File: src/rtl/irq_pkg.sv
// ----------------------------------------------------------------------------
// irq_pkg
// Shared constants and types for the interrupt capture front end.
//   N      : number of request lines (only 8 is supported)
//   IDX_W  : width of a request index, log2(N)
//   state_t: grant handshake FSM states
// ----------------------------------------------------------------------------
package irq_pkg;

  localparam int N     = 8;
  localparam int IDX_W = 3;

  typedef enum logic {
    ST_IDLE  = 1'b0,
    ST_ISSUE = 1'b1
  } state_t;

endpackage : irq_pkg

File: src/rtl/irq_sel.sv
// ----------------------------------------------------------------------------
// irq_sel
// Combinational masked highest-bit selector.
// Ports:
//   pending [N-1:0]     in  : pending request bits
//   mask    [N-1:0]     in  : 1 = request enabled
//   any                 out : at least one enabled request is pending
//   sel     [IDX_W-1:0] out : index of the highest enabled pending bit
//                             (0 when any is 0)
// ----------------------------------------------------------------------------
module irq_sel
  import irq_pkg::*;
(
  input  logic [N-1:0]     pending,
  input  logic [N-1:0]     mask,
  output logic             any,
  output logic [IDX_W-1:0] sel
);

  logic [N-1:0] masked;

  assign masked = pending & mask;
  assign any    = |masked;

  always_comb begin
    // NOTE: every combinational output gets a default before any
    // conditional assignment, otherwise a latch is inferred.
    sel = '0;
    // Ascending scan: the last hit is the highest-numbered, i.e. highest
    // priority, request.
    for (int i = 0; i < N; i++) begin
      if (masked[i]) sel = IDX_W'(i);
    end
  end

endmodule : irq_sel

File: src/rtl/irq_capture.sv
// ----------------------------------------------------------------------------
// irq_capture
// Edge-capturing interrupt front end. Rising edges on req_in are latched
// into a pending register; the highest-numbered enabled pending request is
// presented as irq_idx with irq_valid, held stable until irq_ack, and its
// pending bit is cleared on the acknowledging edge.
//
// Configuration macro:
//   IRQ_SYNC_EN : when defined, req_in passes through a 2-flop per-bit
//                 synchroniser before edge detection (4-cycle latency
//                 instead of 2). Port list is identical either way.
//
// Ports:
//   clk               in  : clock, all state updates on the rising edge
//   rst               in  : asynchronous, active-high reset
//   req_in  [N-1:0]   in  : raw request levels, bit 7 highest priority
//   mask    [N-1:0]   in  : 1 = request enabled (combinational each cycle)
//   irq_ack           in  : consumer accepts presented index (ISSUE only)
//   irq_valid         out : an index is being presented
//   irq_idx [IDX_W-1:0] out : presented request index
//   pending [N-1:0]   out : current pending register
//   overrun [N-1:0]   out : sticky, edge arrived on an already pending bit
// ----------------------------------------------------------------------------
module irq_capture
  import irq_pkg::*;
(
  input  logic             clk,
  input  logic             rst,
  input  logic [N-1:0]     req_in,
  input  logic [N-1:0]     mask,
  input  logic             irq_ack,
  output logic             irq_valid,
  output logic [IDX_W-1:0] irq_idx,
  output logic [N-1:0]     pending,
  output logic [N-1:0]     overrun
);

  logic [N-1:0]     req_s;
  logic [N-1:0]     req_q;
  logic [N-1:0]     edge_det;
  logic [N-1:0]     clr;
  logic             any;
  logic [IDX_W-1:0] sel;
  state_t           state, state_d;
  logic [IDX_W-1:0] idx_d;

  // --------------------------------------------------------------------------
  // Request input stage
  // --------------------------------------------------------------------------
`ifdef IRQ_SYNC_EN
  logic [N-1:0] sync1, sync2;

  always_ff @(posedge clk or posedge rst) begin
    if (rst) begin
      sync1 <= '0;
      sync2 <= '0;
    end else begin
      sync1 <= req_in;
      sync2 <= sync1;
    end
  end

  assign req_s = sync2;
`else
  assign req_s = req_in;
`endif

  // req_q resets to 0, so a line held high across reset release is seen as
  // one rising edge.
  always_ff @(posedge clk or posedge rst) begin
    if (rst) begin
      req_q <= '0;
    end else begin
      // NOTE: sequential state uses non-blocking assignments so every flop
      // samples the pre-edge value of the others.
      req_q <= req_s;
    end
  end

  assign edge_det = req_s & ~req_q;

  // --------------------------------------------------------------------------
  // Pending / overrun registers
  // --------------------------------------------------------------------------
  assign irq_valid = (state == ST_ISSUE);

  always_comb begin
    clr = '0;
    if (irq_valid && irq_ack) clr[irq_idx] = 1'b1;
  end

  // A set and a clear on the same bit in one cycle leaves the bit set; that
  // case is a fresh request, not an overrun, since the old one was consumed.
  always_ff @(posedge clk or posedge rst) begin
    if (rst) begin
      pending <= '0;
      overrun <= '0;
    end else begin
      pending <= edge_det | (pending & ~clr);
      overrun <= overrun | (edge_det & pending & ~clr);
    end
  end

  // --------------------------------------------------------------------------
  // Selection and grant handshake
  // --------------------------------------------------------------------------
  irq_sel u_sel (
    .pending (pending),
    .mask    (mask),
    .any     (any),
    .sel     (sel)
  );

  // The selection is only consulted in IDLE; once in ISSUE the latched index
  // is held regardless of masking or higher-priority arrivals.
  always_comb begin
    state_d = state;
    idx_d   = irq_idx;
    case (state)
      ST_IDLE: begin
        if (any) begin
          state_d = ST_ISSUE;
          idx_d   = sel;
        end
      end
      ST_ISSUE: begin
        if (irq_ack) state_d = ST_IDLE;
      end
      default: state_d = ST_IDLE;
    endcase
  end

  always_ff @(posedge clk or posedge rst) begin
    if (rst) begin
      state   <= ST_IDLE;
      irq_idx <= '0;
    end else begin
      state   <= state_d;
      irq_idx <= idx_d;
    end
  end

endmodule : irq_capture

File: config.mk
export PLATFORM = sky130hd
export DESIGN_NAME = irq_capture
export DESIGN_NICKNAME = d
export VERILOG_FILES = /design/src/rtl/irq_pkg.sv /design/src/rtl/irq_sel.sv /design/src/rtl/irq_capture.sv
export SDC_FILE = /design/constraint.sdc
export NUM_CORES = 1
export LEC_CHECK = 0
export BUFFER_PORTS_ARGS = -buffer_cell sky130_fd_sc_hd__buf_2
export CAP_MARGIN = 20
export CORE_MARGIN = 8
export CORE_UTILIZATION = 35
export DETAILED_ROUTE_END_ITERATION = 10
export PLACE_DENSITY = 0.61
export RECOVER_POWER = 50
export SYNTH_ARGS = -nofsm -noshare
export SYNTH_HDL_FRONTEND = slang
export SYNTH_SLANG_ARGS = --single-unit
File: constraint.sdc
create_clock -name clk -period 1.33 [get_ports clk]
set_clock_uncertainty 0.15 [all_clocks]
set_input_delay 0.266 -clock clk [delete_from_list [all_inputs] [get_ports clk]]
set_output_delay 0.266 -clock clk [all_outputs]
set_load 0.005 [all_outputs]
==> run_results.csv, run 1 <==
group,metric,value,unit
layout,fin_util,58.2,%
status,violations,"setup timing",
pwr,power.internal,0.00190,W
floorplan,die_area,5060,sq um
worst_setup_path,cpPeakStageDelay,400,ps
logic_synthesis,syn_area_per_cell,12.1,sq um
placement,place.gp.congestion,0.826,
hold_path,hold_depth,3,
logic_synthesis,syn-num-nets,107,
detailed_routing,totalWireLength,2.81,mm
logic_synthesis,synth_seq_area_share,65.8,%
hold_path,hp-start,"irq_ack",
detailed_routing,ant_nets,0,
worst_setup_path,critPathTopFamily,"flip-flops",
placement,hpwl,1.99,mm
hold_path,hold_class,"input pin to flip-flop",
worst_setup_path,reg2regPathDepth,4,
logic_synthesis,synth_area_leaders,"dfrtp_1 66%, nand2b_1 5.9%, nand2_1 5.6%, o21bai_1 5.6%, o21ai_1 2.8%",
sta,fmax,659,MHz
worst_setup_path,critPathSlowestCell,"dfrtp_1",
pwr,irDropWorstVdd,0.851,mV
worst_setup_path,setup.worst_path.end_class,"flip-flop",
detailed_routing,num_vias,952,
worst_setup_path,path_max_fanout,3,
floorplan,die_w,71.2,microns
detailed_routing,drt_pass1_iterations,4,
clocking,path_clk_slew,130,ps
sta,fin_crit,1520,ps
detailed_routing,drc_errors,0,
logic_synthesis,synth_top_area_share,65.8,%
detailed_routing,via_per_inst,4.91,
worst_setup_path,worstSetupPathType,"flip-flop to flip-flop",
layout,drive_above_1_share,46.0,%
global_routing,globalRouteOverflowTotal,0,
clocking,clk_latency,310,ps
sta,fin_crit_sh,114,%
clocking,cts_tree,"done",
global_routing,antenna_found_initial,0,
floorplan,rows,20,
pwr,seqPwrFrac,40.0,%
hold_path,hold_path_end,"irq_valid",
detailed_routing,drt-initial-drc-count,15,
floorplan,die_h,71.2,microns
logic_synthesis,synth_top_cell_by_area,"dfrtp_1",
worst_setup_path,r2r-end,"irq_idx[1]",
layout,antennaDiodeCount,0,
worst_setup_path,r2r_slack,-190,ps
sta,rsz0062_at_grt,"yes",
clocking,cts_buffers,3,
floorplan,initial_utilization,35.8,%
worst_setup_path,critPathLaunchType,"flip-flop",
sta,worst_slack,-187,ps
worst_setup_path,critPathRequiredTime,1390,ps
floorplan,ioPinCount,39,
pwr,power.switching,0.000924,W
layout,layout-area-overhead-vs-synth,62.6,%
logic_synthesis,syn_area,1060,sq um
placement,io_buffers,38,
placement,pre_cts_slack,-192,ps
worst_setup_path,rr_startpoint,"pending[5]",
worst_setup_path,cp.arrival,1570,ps
logic_synthesis,ys_ff_latch,28,
sta,worst_pin_slew,602,ps
logic_synthesis,synth_cell_types,19,
logic_synthesis,synthCells,88,
global_routing,track_usage,10.6,%
clocking,htreeDepth,1,
sta,slew_viol_final,0,
global_routing,grt_pass1_wl,4.35,mm
pwr,p_comb_share,48.6,%
run,max_cap_violations,0,
sta,setup_viol,13,
status,status,"finished, violations left",
pwr,leakagePower,0.769,nW
layout,fin_nets,182,
clocking,cts.sinks,28,
pwr,clock_power_share,11.4,%
global_routing,grt_max_degree,29,
floorplan,coreArea,2980,sq um
logic_synthesis,ys_warn_count,0,
detailed_routing,wl_per_cell,14.5,microns
pwr,switching_share,32.7,%
worst_setup_path,worstPathCellList,"a22o_1 -> and3b_2 -> a21oi_4 -> mux2_4",
sta,max_slew_margin,59.9,%
clocking,clock_path_buffers,2,
pwr,power_density,1630,nW/um^2
global_routing,grt_pass1_vias,965,
clocking,clockRootBuffer,"clkbuf_4",
worst_setup_path,cp_num_buf_inv,0,
sta,hold_viol_final,0,
[what timing repair did]
item,4_1_cts,5_1_grt
hold buffers,9,0
endpoints found under the hold margin,36,0
gates resized for setup,18,15
pin swaps,1,6
buffers inserted,4,2
setup endpoints to repair,16,30
[logic make-up after synthesis]
family / after synthesis / share of synthesized area (%)
AOI/OAI and AO/OA: 25 / 16.1
DFF: 28 / 65.8
buffers and inverters: 2 / 0.705
muxes: 2 / 2.82
and+or+nand+nor: 31 / 14.6
[placed cells by master (no fill, tap or decap)]
cell type / count
o21ai_1: 2
and3_1: 1
nand3_1: 2
a22oi_2: 1
o211ai_1: 2
nand2_1: 16
dfrtp_2: 3
o31ai_2: 2
buf_6: 17
clkbuf_4: 3
buf_2: 25
and3b_2: 1
o21ai_4: 3
nand3b_1: 1
clkbuf_1: 5
a32oi_1: 1
mux2_4: 2
buf_4: 14
a22o_1: 1
a21oi_4: 1
nand2b_1: 9
inv_1: 2
dfrtp_1: 25
dlygate4sd3_1: 9
nand2b_4: 1
o21ai_2: 1
a21o_1: 1
o21bai_1: 8
o21ai_0: 2
[worst reg2reg max path: cells and delay by family, from the launching register on]
family / cells / cell delay (ps)
flops: 1 / 400
compound gates: 2 / 300
mux: 1 / 290
simple gates: 1 / 270
[how the worst max path moves through the flow]
| stage | from | endpoint | slack (ps) | cells past startpoint |
|---|---|---|---|---|
| 2_1_floorplan | pending[5] | irq_idx[0] | -150 | 4 |
| 3_3_place_gp | mask[5] | irq_idx[0] | -160 | 5 |
| 3_5_place_dp | mask[5] | irq_idx[1] | -190 | 5 |
| 4_1_cts | pending[5] | irq_idx[1] | -170 | 4 |
| 5_1_grt | pending[4] | irq_idx[1] | -210 | 4 |
| 6_report | pending[5] | irq_idx[1] | -190 | 4 |
[metrics by stage]
stage	cell area, sq um	hold slack [ps]	std cells	setup TNS [ps]	total power (W)
6_report	1730	82.8	194	-1060	0.00283
5_1_grt	1730	73.9	194	-1900	0.00300
4_1_cts	1650	74.1	192	-1100	0.00259
3_5_place_dp	1420	209	176	-411	0.00201
3_3_place_gp	1420	187	176	-340	0.00199
2_1_floorplan	1060	147	88	-307	0.00150
[power groups by stage]
stage,combinational [W],clock (W),sequential [W]
6_report,0.00138,0.000323,0.00113
5_1_grt,0.00148,0.000379,0.00115
4_1_cts,0.00113,0.000340,0.00112
3_5_place_dp,0.000864,0,0.00114
3_3_place_gp,0.000847,0,0.00114
2_1_floorplan,0.000348,0,0.00115
[area by class of cell]
type	instances	area, sq um
multi-input cells	58	425
flip-flops and latches	28	704
fillers	249	1250
repair buffers	70	531
well taps	33	41.3
clock buffers	3	22.5
inverters	2	7.51
[cells in the mapped netlist, drive strengths merged]
| library cell | instances |
|---|---|
| dfrtp | 28 |
| nand2 | 16 |
| nand2b | 10 |
| o21ai | 8 |
| o21bai | 8 |
| inv | 2 |
| mux2 | 2 |
| nand3 | 2 |
| o211ai | 2 |
| o31ai | 2 |
| a21o | 1 |
| a21oi | 1 |
| a22o | 1 |
| a22oi | 1 |
| a32oi | 1 |
| and3 | 1 |
| and3b | 1 |
| nand3b | 1 |
[flip-flops by register name, indices dropped and copies added (netlist names)]
| name | count |
|---|---|
| pending | 8 |
| overrun | 8 |
| irq_valid | 1 |
| req_q | 8 |
| irq_idx | 3 |
[metal layers]
metal  share of wire (%)  vias to the layer above  track usage (%)
li1                    -                      455                -
met1                  39                      469             11.3
met2                  53                       24             19.3
met3                 6.0                        4             3.67
met4                 1.3                        0             3.00
met5                   0                        -                0
Note: power is estimated with default switching activity, not from simulation.
==> inputs of run 2 (changes only) <==
--- a/config.mk
+++ b/config.mk
@@ -7,10 +7,12 @@
 export LEC_CHECK = 0
 export BUFFER_PORTS_ARGS = -buffer_cell sky130_fd_sc_hd__buf_2
 export CAP_MARGIN = 20
+export CELL_PAD_IN_SITES_DETAIL_PLACEMENT = 1
+export CELL_PAD_IN_SITES_GLOBAL_PLACEMENT = 2
 export CORE_MARGIN = 8
-export CORE_UTILIZATION = 35
+export CORE_UTILIZATION = 26
 export DETAILED_ROUTE_END_ITERATION = 10
-export PLACE_DENSITY = 0.61
+export PLACE_DENSITY = 0.71
 export RECOVER_POWER = 50
 export SYNTH_ARGS = -nofsm -noshare
 export SYNTH_HDL_FRONTEND = slang
==> run 2 against run 1 <==
Compared with the run above:
- the run still ends with setup timing left
- largest cell class unchanged
- sequential share of layout area is 1.8 points lower
- final area up 4.5%
- first-iteration DRC count grew 93%
- power up 8.6%
- largest power group unchanged
- highest routed layer unchanged
==> run_results.csv, run 2 (synthesis gave the netlist of run 1 again) <==
group,metric,value,unit
run,max_cap_violations,0,
worst_setup_path,r2r-end,"irq_idx[0]",
layout,top_regs,"overrun x8, pending x8, req_q x8",
worst_setup_path,critPathLaunchType,"flip-flop",
floorplan,rows,23,
layout,layout-area-overhead-vs-synth,69.9,%
worst_setup_path,reg2regPathDepth,4,
pwr,power_density,1700,nW/um^2
layout,layout_commonest_cell,"dfrtp_1",
clocking,cts_tree,"done",
floorplan,ioPinCount,39,
sta,rsz0062_at_grt,"yes",
pwr,leakagePower,0.784,nW
sta,worst_pin_slew,385,ps
worst_setup_path,cp.arrival,1550,ps
worst_setup_path,worstSetupPathType,"flip-flop to flip-flop",
worst_setup_path,worstPathCellList,"a22o_1 -> and3b_2 -> a21oi_4 -> mux2_4",
clocking,cts.sinks,28,
sta,setup_viol,9,
layout,final_cells,215,
global_routing,grt_pass1_vias,1080,
clocking,cts_buffers,3,
placement,io_buffers,38,
global_routing,antenna_found_initial,0,
global_routing,track_usage,10.5,%
sta,fmax,651,MHz
layout,drive_above_1_share,46.1,%
sta,hold_viol_final,0,
global_routing,globalRouteOverflowTotal,0,
detailed_routing,via_per_inst,4.50,
pwr,irDropWorstVdd,0.501,mV
sta,worst_slack,-206,ps
placement,pre_cts_slack,-231,ps
global_routing,grt_pass1_wl,5.30,mm
floorplan,die_w,80.0,microns
worst_setup_path,r2r_slack,-210,ps
global_routing,grt_max_degree,29,
worst_setup_path,path_max_fanout,3,
status,violations,"setup timing",
detailed_routing,ant_nets,0,
worst_setup_path,critPathLaunch,"pending[5]",
worst_setup_path,critPathTopFamily,"flip-flops",
hold_path,hold_class,"input pin to flip-flop",
detailed_routing,drt_pass1_iterations,4,
detailed_routing,num_vias,967,
clocking,clockRootBuffer,"clkbuf_8",
worst_setup_path,cp_num_buf_inv,0,
layout,most-common-layout-cells,"26 x dfrtp_1, 22 x buf_2, 18 x buf_4, 16 x nand2_1, 14 x buf_6",
worst_setup_path,critPathRequiredTime,1340,ps
status,status,"finished, violations left",
layout,fillers,446,
hold_path,hold_depth,3,
detailed_routing,wl_per_cell,15.4,microns
clocking,clk_latency,270,ps
worst_setup_path,setup.worst_path.end_class,"flip-flop",
floorplan,die_area,6400,sq um
floorplan,initial_utilization,26.8,%
floorplan,coreArea,3970,sq um
clocking,clock_path_buffers,2,
floorplan,die_h,80.0,microns
placement,place.gp.congestion,0.772,
sta,fin_crit,1540,ps
worst_setup_path,critPathSlowestCell,"dfrtp_1",
clocking,path_clk_slew,90,ps
worst_setup_path,rr_startpoint,"pending[5]",
detailed_routing,totalWireLength,3.30,mm
detailed_routing,drt-initial-drc-count,29,
worst_setup_path,cpPeakStageDelay,390,ps
sta,fin_crit_sh,116,%
worst_setup_path,crit_path_end,"irq_idx[0]",
layout,fin_nets,185,
worst_setup_path,worst-path-stages,4,
sta,slew_viol_final,0,
detailed_routing,drc_errors,0,
placement,place_inst,193,
clocking,htreeDepth,1,
layout,antennaDiodeCount,0,
placement,hpwl,2.47,mm
sta,max_slew_margin,74.3,%
## run 2: cell count changes in the layout (fill, tap and decap cells not counted), sizes merged
cell / change
clkbuf: +5
buf: -1
## run 2: worst min-delay path by stage
stage / from / endpoint / slack [ps]
2_1_floorplan: req_in[0] / req_q[0] / 150
3_3_place_gp: rst / req_q[2] / 200
3_5_place_dp: rst / req_q[2] / 210
4_1_cts: irq_ack / irq_valid / 140
5_1_grt: irq_ack / irq_valid / 150
6_report: irq_ack / irq_valid / 150
## run 2: cell type report
cell class	count	area, sq um	share of cell area, %
Clock buffer	4	55.1	3.04
Multi-Input combinational cell	58	430	23.8
Inverter	2	7.51	0.415
Timing Repair Buffer	73	551	30.4
Tap cell	50	62.6	3.46
Sequential cell	28	703	38.9
## run 2: repair_timing
item | in CTS | in global routing
buffers inserted | 3 | 7
endpoints found under the hold margin | 36 | 0
gates resized for setup | 19 | 13
hold buffers | 9 | 0
pin swaps | 2 | 5
setup endpoints to repair | 26 | 26
## run 2: layer usage
metal,GRT usage [%],routed length (microns),vias up
met3,2.36,172,4
met2,18.0,1670,27
met5,0,0,-
met1,11.8,1390,474
li1,-,-,462
met4,5.45,67,0
## run 2: worst min-delay path, stage by stage
cell and delay (ps):
buf_2 120, inv_1 50, a21o_1 100
## run 2: through the flow
step | setup TNS [ps] | cell area (sq um) | power (W) | hold slack, ps | util, %
detailed placement | -1080 | 1450 | 0.00203 | 212 | 36.4
global placement | -602 | 1450 | 0.00199 | 197 | 36.4
CTS | -661 | 1710 | 0.00285 | 142 | 43.0
global route | -1520 | 1810 | 0.00325 | 150 | 45.6
floorplan | -307 | 1060 | 0.00150 | 147 | -
finish | -738 | 1810 | 0.00307 | 149 | 45.6
## run 2: power by group
group	internal, W	total (W)	leakage, nW	switching [W]
Sequential	0.00100	0.00118	0.280	0.000180
Clock	0.000265	0.000525	0.0288	0.000260
Combinational	0.000811	0.00137	0.475	0.000558
Total	0.00208	0.00307	0.784	0.000998
